## src/rtl/fetch_pkg.sv

```systemverilog
// fetch_pkg: shared types and constants for the instruction fetch stage.
//   PC_W          default word-address width of the program counter
//   INST_W        instruction word width
//   fetch_entry_t {pc, inst} pair as held in the fetch queue
package fetch_pkg;

  parameter int PC_W   = 12;
  localparam int INST_W = 32;

  typedef struct packed {
    logic [PC_W-1:0]   pc;
    logic [INST_W-1:0] inst;
  } fetch_entry_t;

endpackage

```

## src/rtl/fetch_fifo.sv

```systemverilog
// fetch_fifo: DEPTH-entry circular queue with a registered head.
// Ports:
//   clk, rst       clock, synchronous active-high reset
//   flush_i        empties the queue this edge; wins over push and pop
//   push_i         write push_data_i at the tail
//   push_data_i    entry to write
//   pop_i          drop the head entry (ignored when empty)
//   head_o         registered head entry; holds its last value when empty,
//                  zero after reset
//   count_o        number of occupied entries
module fetch_fifo #(
  parameter int W     = 44,
  parameter int DEPTH = 2,
  localparam int PW   = $clog2(DEPTH),
  localparam int CW   = PW + 1
) (
  input  logic          clk,
  input  logic          rst,
  input  logic          flush_i,
  input  logic          push_i,
  input  logic [W-1:0]  push_data_i,
  input  logic          pop_i,
  output logic [W-1:0]  head_o,
  output logic [CW-1:0] count_o
);

  logic [W-1:0]  mem_q [DEPTH];
  logic [PW-1:0] rd_ptr_q, rd_ptr_d;
  logic [PW-1:0] wr_ptr_q, wr_ptr_d;
  logic [PW-1:0] rd_next;
  logic [CW-1:0] count_q, count_d;
  logic [W-1:0]  head_q, head_d;
  logic          do_push;
  logic          do_pop;

  assign do_push = push_i && !flush_i;
  assign do_pop  = pop_i && !flush_i && (count_q != '0);
  assign rd_next = rd_ptr_q + PW'(1);

  // The head register is loaded with whatever entry becomes the head on
  // this edge, so it never changes while the queue is non-empty and
  // nothing is popped.
  always_comb begin
    rd_ptr_d = rd_ptr_q;
    wr_ptr_d = wr_ptr_q;
    count_d  = count_q;
    head_d   = head_q;
    if (flush_i) begin
      rd_ptr_d = '0;
      wr_ptr_d = '0;
      count_d  = '0;
    end else begin
      if (do_push) wr_ptr_d = wr_ptr_q + PW'(1);
      if (do_pop)  rd_ptr_d = rd_next;
      count_d = count_q + CW'(do_push) - CW'(do_pop);
      if (do_pop) begin
        if (count_q > CW'(1)) head_d = mem_q[rd_next];
        else if (do_push)     head_d = push_data_i;
      end else if ((count_q == '0) && do_push) begin
        head_d = push_data_i;
      end
    end
  end

  always_ff @(posedge clk) begin
    if (rst) begin
      rd_ptr_q <= '0;
      wr_ptr_q <= '0;
      count_q  <= '0;
      head_q   <= '0;
    end else begin
      rd_ptr_q <= rd_ptr_d;
      wr_ptr_q <= wr_ptr_d;
      count_q  <= count_d;
      head_q   <= head_d;
    end
  end

  // Storage needs no reset: an entry is only read after it was written.
  always_ff @(posedge clk) begin
    if (do_push) mem_q[wr_ptr_q] <= push_data_i;
  end

  assign head_o  = head_q;
  assign count_o = count_q;

endmodule

```

## src/rtl/fetch_unit.sv

```systemverilog
// fetch_unit: instruction fetch stage feeding the execute stage.
// Holds the PC, issues one word read per cycle to a synchronous-read
// instruction memory, queues returned words and hands them to execute.
// A redirect from execute flushes everything fetched or in flight and
// restarts fetch at the target.
// Ports:
//   clk, rst            clock, synchronous active-high reset
//   imem_en/imem_addr   read strobe and word address (= current PC)
//   imem_rdata          read data, valid the cycle after imem_en
//   inst_valid/inst_data/inst_pc  queue head offered to execute
//   ex_ready            execute takes the head this cycle
//   redirect_valid/redirect_pc    taken branch/jump target
//   perf_accept_cnt, perf_redirect_cnt  only when FETCH_PERF_CNT_EN is defined
// Handshake: an instruction transfers on a rising edge where inst_valid and
// ex_ready are both high; while inst_valid && !ex_ready the head (inst_data,
// inst_pc) is held stable. A redirect in the same cycle cancels the transfer.
// Optional feature macro: FETCH_PERF_CNT_EN (accept/redirect counters).
module fetch_unit #(
  parameter int              PC_W     = 12,
  parameter int              DEPTH    = 2,
  parameter logic [PC_W-1:0] RESET_PC = '0
) (
  input  logic            clk,
  input  logic            rst,
  output logic            imem_en,
  output logic [PC_W-1:0] imem_addr,
  input  logic [31:0]     imem_rdata,
  output logic            inst_valid,
  output logic [31:0]     inst_data,
  output logic [PC_W-1:0] inst_pc,
  input  logic            ex_ready,
  input  logic            redirect_valid,
  input  logic [PC_W-1:0] redirect_pc
`ifdef FETCH_PERF_CNT_EN
  ,
  output logic [31:0]     perf_accept_cnt,
  output logic [31:0]     perf_redirect_cnt
`endif
);

  import fetch_pkg::INST_W;

  localparam int CW = $clog2(DEPTH) + 1;
  localparam int EW = PC_W + INST_W;

  logic [PC_W-1:0] pc_q, pc_d;
  logic [PC_W-1:0] inflight_pc_q, inflight_pc_d;
  logic            inflight_q, inflight_d;
  logic            discard_q, discard_d;
  logic [CW-1:0]   count;
  logic [EW-1:0]   head;
  logic [CW:0]     occupancy;
  logic            pop;
  logic            push;
  logic            issue;

  assign inst_valid = (count != '0);
  assign pop        = inst_valid && ex_ready;

  // Credit check: queued entries plus the read in flight, minus the entry
  // leaving this cycle, must leave room for the word we are about to ask for.
  assign occupancy = {1'b0, count} + (CW+1)'(inflight_q) - (CW+1)'(pop);
  assign issue     = !rst && !redirect_valid && (occupancy < (CW+1)'(DEPTH));
  assign push      = inflight_q && !discard_q;

  assign imem_en   = issue;
  assign imem_addr = pc_q;

  always_comb begin
    pc_d          = pc_q;
    inflight_d    = issue;
    inflight_pc_d = inflight_pc_q;
    discard_d     = 1'b0;
    if (redirect_valid) begin
      pc_d      = redirect_pc;
      discard_d = inflight_q;
    end else if (issue) begin
      pc_d          = pc_q + PC_W'(1);
      inflight_pc_d = pc_q;
    end
  end

  always_ff @(posedge clk) begin
    if (rst) begin
      pc_q          <= RESET_PC;
      inflight_q    <= 1'b0;
      inflight_pc_q <= '0;
      discard_q     <= 1'b0;
    end else begin
      pc_q          <= pc_d;
      inflight_q    <= inflight_d;
      inflight_pc_q <= inflight_pc_d;
      discard_q     <= discard_d;
    end
  end

  // Redirect drives flush, which the queue gives priority over push/pop.
  fetch_fifo #(
    .W     (EW),
    .DEPTH (DEPTH)
  ) u_fifo (
    .clk         (clk),
    .rst         (rst),
    .flush_i     (redirect_valid),
    .push_i      (push),
    .push_data_i ({inflight_pc_q, imem_rdata}),
    .pop_i       (pop),
    .head_o      (head),
    .count_o     (count)
  );

  assign inst_pc   = head[EW-1:INST_W];
  assign inst_data = head[INST_W-1:0];

`ifdef FETCH_PERF_CNT_EN
  logic [31:0] accept_cnt_q;
  logic [31:0] redirect_cnt_q;

  // A pop cancelled by a simultaneous redirect is not an accept.
  always_ff @(posedge clk) begin
    if (rst) begin
      accept_cnt_q   <= '0;
      redirect_cnt_q <= '0;
    end else begin
      if (pop && !redirect_valid) accept_cnt_q <= accept_cnt_q + 32'd1;
      if (redirect_valid)         redirect_cnt_q <= redirect_cnt_q + 32'd1;
    end
  end

  assign perf_accept_cnt   = accept_cnt_q;
  assign perf_redirect_cnt = redirect_cnt_q;
`endif

endmodule

```

## config.mk

```make
export PLATFORM = sky130hd
export DESIGN_NAME = fetch_unit
export DESIGN_NICKNAME = d
export VERILOG_FILES = /design/src/rtl/fetch_pkg.sv /design/src/rtl/fetch_fifo.sv /design/src/rtl/fetch_unit.sv
export SDC_FILE = /design/constraint.sdc
export NUM_CORES = 1
export LEC_CHECK = 0
export CAP_MARGIN = 20
export CORE_MARGIN = 8
export CORE_UTILIZATION = 53
export DETAILED_ROUTE_END_ITERATION = 10
export GPL_TIMING_DRIVEN = 0
export MAX_ROUTING_LAYER = met4
export PLACE_DENSITY = 0.79
export SLEW_MARGIN = 10
export SYNTH_ARGS = -nofsm -noshare
export SYNTH_HDL_FRONTEND = slang
export SYNTH_SLANG_ARGS = --single-unit
```

## constraint.sdc

```tcl
create_clock -name clk -period 6.8 [get_ports clk]
set_clock_uncertainty 0.1 [all_clocks]
set_input_delay 1.36 -clock clk [delete_from_list [all_inputs] [get_ports clk]]
set_output_delay 1.36 -clock clk [all_outputs]
set_load 0.02 [all_outputs]
```

======== Word level (Yosys, flattened, before mapping) ========
Memories as Yosys holds them, arrays and structs flattened.
Index checks and enable logic that the tools add are counted.
cells by class
  equal/unequal tests ..................... 1
  mux-type cells .......................... 8
  reductions and logical operators ........ 19
  $lt $le $gt $ge ......................... 2
  bitwise operators ....................... 1
  $add $sub $neg .......................... 7
operators with widths
  kind                                                   number
  two-way mux 44 bit                                     4
  two-way mux 12 bit                                     2
  adder 12 x 1 -> 12 bit, second input constant          1
  logical AND 1 bit                                      8
  nonzero test 2 bit                                     3
  OR reduction 2 bit                                     2
  adder 2 x 1 -> 3 bit                                   1
  logical NOT 1 bit                                      3
  < comparator 3 x 2 -> 1 bit, second input constant     1
  inequality test 3 x 2 -> 1 bit, second input constant  1
  AND reduction 3 bit                                    1
  subtractor 3 x 1 -> 3 bit                              1
  adder 1 bit, second input constant                     2
  adder 2 x 1 -> 2 bit                                   1
  > comparator 2 x 1 -> 1 bit, second input constant     1
  logical NOT 2 bit                                      1
  two-way mux 1 bit                                      2
  AND reduction 2 bit                                    1
  subtractor 2 x 1 -> 2 bit                              1
  inverter 1 bit                                         1
storage, ports and cells
  word-level logic and storage cells ...... 47
  memories kept ........................... 1
  input port bits ......................... 48
  output and inout port bits .............. 58
  bits in writable memories ............... 88
  flip-flop bits (word level) ............. 74
memory list
  memory        depth  bits a word  rd ports  clocked after Yosys merged registers in  wr ports  RTL line          RTL
  u_fifo.mem_q  2      44           1         0                                        1         fetch_fifo.sv:27  logic [W-1:0] mem_q [DEPTH];

======== Logic depth before layout (Yosys ltp) ========
Gate-level depths: netlist of run 1.
  depth in word-level cells ............... 7
  gate-level depth with buffers ........... 15
  mapped depth without buffers ............ 12

======== Cells and area by module ========
Synthesis of run 1 repeated with hierarchy kept, for this count alone.
unflattened totals
  cell total of the unflattened synthesis .. 542
  area total of the unflattened synthesis .. 6,543.8 um^2
by module, submodules not included
  module      area each (um^2)  times used  cells each  sequential area each (um^2)
  fetch_fifo  5,273.8           1           411         3,603.5
  fetch_unit  1,270.0           1           131         520.5

======== Least setup slack after synthesis of run 1 ========
No wires, ideal clock.
  path kind ............................... input to register
  start ................................... input port redirect_valid
  end ..................................... memory u_fifo.mem_q[0][0], enable pin
  stages .................................. 3
  setup slack ............................. 1.413 ns
  arrival time ............................ 4.787 ns
  path buffers ............................ 2
  library setup time ...................... 0.500 ns
  required time ........................... 6.200 ns
  cell sequence ........................... buf_4 clkbuf_1 nor3_1
between the ends
  longest elaborated chain between the ends .. 4
RTL lines
  item                                     RTL line          RTL
  from (decl)                              fetch_unit.sv:32  input logic redirect_valid,
  logical NOT 1 bit                        fetch_fifo.sv:36  assign do_push = push_i && !flush_i;
  logical AND 1 bit                        fetch_fifo.sv:36
  two-way mux 1 bit                        fetch_fifo.sv:81  if (do_push) mem_q[wr_ptr_q] <= push_data_i;
  two-way mux 1 bit (not written as such)  fetch_fifo.sv:81
  to (decl)                                fetch_fifo.sv:27
No other way between the ends.

======== Final worst setup path of run 1 ========
  start ................................... input port ex_ready
  end ..................................... output port imem_en
between the ends
  longest elaborated chain between the ends .. 4
RTL lines
  item                         RTL line          RTL
  from (decl)                  fetch_unit.sv:31  input logic ex_ready,
  logical AND 1 bit            fetch_unit.sv:58  assign pop = inst_valid && ex_ready;
  subtractor 3 x 1 -> 3 bit    fetch_unit.sv:62  assign occupancy = {1'b0, count} + (CW+1)'(inflight_q) - (CW+1)'(pop);
  < comparator 3 x 2 -> 1 bit  fetch_unit.sv:63  assign issue = !rst && !redirect_valid && (occupancy < (CW+1)'(DEPTH));
  logical AND 1 bit            fetch_unit.sv:63
  to (decl)                    fetch_unit.sv:25  output logic imem_en,
No other way between the ends.

==> impl_results.md, run 1 <==
* Vias in the first global route at approximately 4.9k
* Final Net Count at ~740
* Ys async rst share at 0%
* First-pass detailed-route iteration total at 4
* Period Utilization, post-route at between 90 and 100%
* P_leak at between 2 and 3 nW
* Worst hold path depth at 2
* WP data required at around 5.3 ns
* Post-Synthesis Cells at approximately 560
* Most common cell in the netlist: nand2_1
* Top FF cell, synth: edfxtp_1
* FP Rows at 40
* Relative slew slack at approximately 49%
* Area Growth Syn to Fin at 30.06%
* Compound-gate portion of the synthesized area at between 10% and 20%
* First-pass GRT wire length at 25210 µm
* Fin. Hold Viols at 0
* Max-cap violations at 0
* Clock period minus worst slack at 6.140 ns
* Proportion of synthesized area in mux cells at under 10%
* Xor and xnor area share after synthesis at less than 1%
* Fmax at 162.9 MHz
* Crit path launch type: primary input
* Synthesis-stage register bit count at between 150 and 200
* Post-cts resize count at 0
* Initial antenna violation count at 0
* Largest family of logic cells by synthesized area: compound AO/OA/AOI/OAI gates
* Crit path arrival time at around 4.7 ns
* Hold Crit Class: flop to flop
* Sink Count at about 160
* CP Max Fanout at 10
* CP max stage cell: clkdlybuf4s50_1
* Status: finished, final reports clean
* GRT overflow at 0
* Worst VDD drop at approximately 0.17 mV
* CTS tree: built
* Avg Inst Size Synth at 11.54 µm²
* Post-synth EDFFs at between 80 and 90
* Vias/cell at between 5 and 6
* Critical Path Sink Type: output port
* Synth unique cells at 43
* Num CTS Buffers at 17
* Setup Buffers After CTS at 0
* Multi-input gate area at between 2000 and 2500 µm²
* Dpl hpwl at 10660 µm
* Simple-gate portion of the synthesized area at a little over a tenth
* Residual DRC at 0
* Largest net degree at the start of global routing at 25
* Worst-path clk slew at 0.06 ns
* Most instantiated cells after synthesis: nand2_1 (125), edfxtp_1 (88), dfxtp_1 (74), a21oi_1 (60), o211ai_1 (50)
* Die span in x at about 130 µm
* Hold WS at 0.3521 ns
* # diodes at 0
* Port Buffer Count at ~110
* Synthesized area at about 6400 µm²
* YS warnings at 0
* Insertion delay to the later sink of the worst-skew pair at about 0.4 ns
* # fillers at between 800 and 900
* Post-synthesis adder-cell area fraction at 1.090%
* Sequential share of the synthesized area at 64.14%
* WL/cell at 18.30 µm
* GRT Total Usage at between 20% and 30%
* Reg area at around 4100 µm²
* Root buffer cell: clkbuf_16
* Yosys top cell by area: edfxtp_1
* Core area at 11910 µm²
* Slew @ Worst Pin at 0.7719 ns
* Setup violators final at 0
* Final GP Congestion at 0.8494
* Ports at 106
* CP peak stage delay at roughly 0.63 ns
* DR vias at roughly 4.8k
* Share of layout cells above drive strength 1 at roughly a tenth
* Fin. max-slew vios at 0
* Initial core utilization at between 50% and 60%
* CP Cell Sequence: clkdlybuf4s50_1 > nand2_1 > inv_1 > ha_1 > nand2b_1 > fa_1 > nor3b_1 > nand2_1 > buf_2 > inv_2 > buf_4 > clkdlybuf4s50_1
* 1st-iter DRT viols at 400
* Synth top area share at between 40% and 50%
* RSZ-0062 raised after global routing: no
* Synth top area cells: edfxtp_1 (41%), dfxtp_1 (23%), nand2_1 (7.3%)
* Die height at roughly 130 µm
* Synthesized Nets at slightly above 600
* Area of the die at between 15000 and 20000 µm²
* Setup TNS at 0 ns
* CTS H-tree depth at 4
* Clock Tree Buf Depth at 2
* P per Cell Area at between 200 and 300 nW/µm²
* Setup CP Type: primary input to output port
* Number of nets with antenna violations after routing at 0
* Post-CTS Hold Fix Bufs at 0
* Reg2reg path depth at 15
* Final wirelength at between 15000 and 20000 µm
-- state kept, by name, indices dropped and copies added, names as in the netlist --
signal and cells:
discard_q 1, imem_addr 12, inflight_pc_q 12, inflight_q 1, u_fifo.count_o 2, u_fifo.head_o 44
u_fifo.mem_q 88, u_fifo.rd_ptr_q 1, u_fifo.wr_ptr_q 1
-- final timing paths --
check / from / endpoint / slack [ns]
min: u_fifo.head_o[18] / u_fifo.head_o[18] / 0.35
max reg2reg: u_fifo.count_o[1] / inflight_pc_q[0] / 3.43
min reg2reg: u_fifo.head_o[18] / u_fifo.head_o[18] / 0.35
max: ex_ready / imem_en / 0.66
-- final cells by class --
type,count,share of cell area [%]
inverters,9,0.4039
clock inverters,8,1.481
clock buffers,24,6.014
well taps,147,2.199
multi-input cells,346,24.96
repair buffers,110,13.35
plain buffers,40,2.289
flip-flops and latches,162,49.31
-- report_power, final --
| part | switching, mW | internal (mW) |
|---|---|---|
| sequential | 0.0162 | 1.06 |
| clock | 0.365 | 0.629 |
| combinational | 0.0822 | 0.0698 |
| total | 0.463 | 1.75 |
-- per-layer routing --
layer	GRT usage, %	vias up	part of all wire (%)
li1	-	2277	-
met1	25.17	2298	44
met2	32.25	163	48
met3	5.570	22	6.2
met4	6.653	0	1.6
met5	-	-	0
-- cells by family (layout without fill, tap and decap cells) --
kind of cell	count (synthesis)	count (layout)
xor+xnor	6	6
fa+ha+maj	5	5
buf+inv	49	191
compound gates	129	129
simple gates	162	162
mux	44	44
flops	162	162
-- worst max-delay path, delay by kind of cell --
family	cells	cell delay (ns)
AND/OR/NAND/NOR	4	0.73
buffers and inverters	6	1.84
adder cells (fa/ha/maj)	2	0.71
-- per-stage QoR --
stage	instance area (µm²)	instances	worst slack [ns]	util [%]	total power, mW
6_report	8363	846	0.6597	70.21	2.218
5_1_grt	8363	846	0.4615	70.21	2.279
4_1_cts	8363	846	0.6822	70.21	2.226
3_5_place_dp	7736	814	0.7199	64.95	1.244
3_3_place_gp	7665	809	-1.063	64.35	1.238
2_1_floorplan	6430	557	1.413	-	1.159
-- layout by cell type, fill, tap and decap left out, types with 3 or more instances in the layout --
master,synthesis,final
buf_4,2,3
nand4_1,3,3
bufinv_16,0,3
clkbuf_8,0,3
inv_1,8,8
a31oi_1,8,8
or3_1,3,3
a21oi_1,60,60
nor2_1,5,5
buf_2,21,21
clkbuf_1,16,19
buf_6,1,3
dfxtp_1,74,74
clkbuf_16,0,18
nand2_1,125,125
clkdlybuf4s50_1,0,105
o211ai_1,50,50
mux2i_1,44,44
xor2_1,3,3
nor3_1,5,4
ha_1,4,4
nor3b_1,3,3
xnor2_1,3,3
edfxtp_1,88,88
(Power assumes the default switching activity.)
==> run 2, diff against run 1 <==
--- a/config.mk
+++ b/config.mk
@@ -12,7 +12,7 @@
 export GPL_TIMING_DRIVEN = 0
 export MAX_ROUTING_LAYER = met4
 export PLACE_DENSITY = 0.79
-export SLEW_MARGIN = 10
+export SLEW_MARGIN = 20
 export SYNTH_ARGS = -nofsm -noshare
 export SYNTH_HDL_FRONTEND = slang
 export SYNTH_SLANG_ARGS = --single-unit
==> impl_results.md, run 2 (synthesis gave the netlist of run 1 again) <==
* First-pass GRT wire length at 25200 µm (about the same)
* Dpl hpwl at 10750 µm (+0.81%)
* RSZ-0062 raised after global routing: no
* Max reg flops at 88 (unchanged)
* Clock Power Share at 44.7% (about the same)
* Hold Crit Class: flop to flop
* Root buffer cell: clkbuf_16
* Status: finished, final reports clean
* Initial core utilization at 53.98% (unchanged)
* Vias in the first global route at 4940 (+1.3%)
* Final Net Count at 741 (+0.27%)
* CTS tree: built
* Sw Pwr at 0.4621 mW (-0.23%)
* Setup Buffers After CTS at 0 (unchanged)
* Largest net degree at the start of global routing at 25 (unchanged)
* P per Cell Area at 264.8 nW/µm² (-0.14%)
* CP Max Fanout at 10 (unchanged)
* Area Growth Syn to Fin at 30.18% (about the same)
* Sink Count at 162 (unchanged)
* Final wirelength at 15560 µm (+0.48%)
* Post-CTS Hold Fix Bufs at 0 (unchanged)
* P_int at 1.754 mW (about the same)
* Worst slack, placed at 0.7135 ns (-0.006479 ns)
* Setup CP Type: primary input to output port
* Clock Tree Buf Depth at 2 (unchanged)
* Met3 wire length at 932 µm (-2.9%)
* Die height at 126.1 µm (unchanged)
* Sw frac at 20.85% (-0.037 points)
* Insertion delay to the later sink of the worst-skew pair at 0.42 ns (about the same)
* Initial antenna violation count at 0 (unchanged)
* Residual DRC at 0 (unchanged)
* Most used cells in the layout excluding fill and tap cells: nand2_1 (125), clkdlybuf4s50_1 (105), edfxtp_1 (88)
* Max-cap violations at 0 (unchanged)
* Num CTS Buffers at 17 (unchanged)
* Placed cells at 816 (+0.25%)
* Total power at 2.217 mW (about the same)
* Fin. Hold Viols at 0 (unchanged)
* Biggest register: u_fifo.mem_q
* RR Startpoint: u_fifo.count_o[1]
* Setup crit start: ex_ready
* Core area at 11910 µm² (unchanged)
* DP Area at 7744 µm² (about the same)
* WL/cell at 18.35 µm (+0.24%)
* 1st-iter DRT viols at 315 (-21%)
* DR vias at 4772 (+0.25%)
* Crit path launch type: primary input
* Number of nets with antenna violations after routing at 0 (unchanged)
* Worst VDD drop at 0.1323 mV (-20%)
* Slew @ Worst Pin at 0.7919 ns (+0.02003 ns)
* Worst-path clk slew at 0.05 ns (about the same)
* First-pass detailed-route iteration total at 5 (+1)
* GRT Total Usage at 20.57% (+0.097 points)
* Share of layout cells above drive strength 1 at 9.843% (+0.26 points)
* Period Utilization, post-route at 90.08% (-0.22 points)
* Fmax at 163.3 MHz (+0.24%)
* Top Layer Used: met4
* Final GP Congestion at 0.8494 (unchanged)
* Setup TNS at 0 ns (unchanged)
* GRT overflow at 0 (unchanged)
* FP Rows at 40 (unchanged)
* M1 WL at 6864 µm (+0.94%)
* Share of total power in sequential cells at 48.4% (about the same)
* Ports at 106 (unchanged)
* Crit path arrival time at 4.67 ns (about the same)
* Setup violators final at 0 (unchanged)
* CTS H-tree depth at 4 (unchanged)
* Post-cts resize count at 0 (unchanged)
* Vias/cell at 5.627 (about the same)
* Comb pwr share at 6.9% (about the same)
* Fin. max-slew vios at 0 (unchanged)
* Relative slew slack at 47.21% (-1.3 points)
* Final Cell Area at 8371 µm² (about the same)
* WP data required at 5.34 ns (about the same)
* Die span in x at 126.1 µm (unchanged)
* Port Buffer Count at 105 (unchanged)
* Setup ws final at 0.6746 ns (+0.01489 ns)
* # diodes at 0 (unchanged)
* Hold Startpoint: u_fifo.head_o[28]
* Area of the die at 15910 µm² (unchanged)
* Met2 wire len at 7538 µm (+0.84%)
* Critical Path Sink Type: output port
* Layout Cells excl Fill at 848 (+0.24%)
* P_leak at 2.728 nW (+0.32%)
* Commonest non-fill, non-tap cell in the layout: nand2_1
* Clock period minus worst slack at 6.125 ns (-0.01489 ns)
==> run 2: cell types whose count changed in the layout (fill, tap and decap cells not counted) <==
cell,before,now
buf_4,3,6
buf_8,1,0
==> run 2: worst paths after layout <==
check | to | slack, ns | depth (start not counted)
hold / removal | u_fifo.head_o[28] | 0.35 | 2
setup reg to reg | inflight_pc_q[0] | 3.46 | 15
setup / recovery | imem_en | 0.67 | 12
hold reg to reg | u_fifo.head_o[28] | 0.35 | 2
==> run 2: final cells by class <==
type / instances / area (µm²)
repair buffers: 112 / 1124
fillers: 899 / 3541
clock inverters: 8 / 123.9
multi-input cells: 346 / 2087
flip-flops and latches: 162 / 4124
clock buffers: 24 / 503.0
inverters: 9 / 33.78
plain buffers: 40 / 191.4
well taps: 147 / 183.9
==> run 2: worst max-delay path, stage by stage <==
cell,delay (ns)
clkdlybuf4s50_1,0.52
nand2_1,0.12
inv_1,0.07
ha_1,0.21
nand2b_1,0.15
fa_1,0.50
nor3b_1,0.32
nand2_1,0.16
buf_2,0.22
inv_2,0.18
buf_4,0.20
clkdlybuf4s50_1,0.64
==> run 2: through the flow <==
stage / utilization, % / hold WS (ns)
after floorplan: - / 0.3479
after global placement: 64.35 / 0.3420
after detailed placement: 65.01 / 0.3469
after CTS: 70.27 / 0.3552
after global routing: 70.27 / 0.3809
final: 70.27 / 0.3515
==> run 2: power groups by stage <==
stage,clock [mW],sequential [mW],combinational [mW]
finish,0.992,1.07,0.153
global route,1.04,1.07,0.164
CTS,1.01,1.07,0.153
detailed placement,0,1.09,0.152
global placement,0,1.09,0.145
floorplan,0,1.10,0.0550
==> run 2: routing by layer <==
metal,track usage [%],vias up
met5,-,-
met4,7.148,0
met3,5.823,23
met2,32.82,165
met1,24.62,2298
li1,-,2286
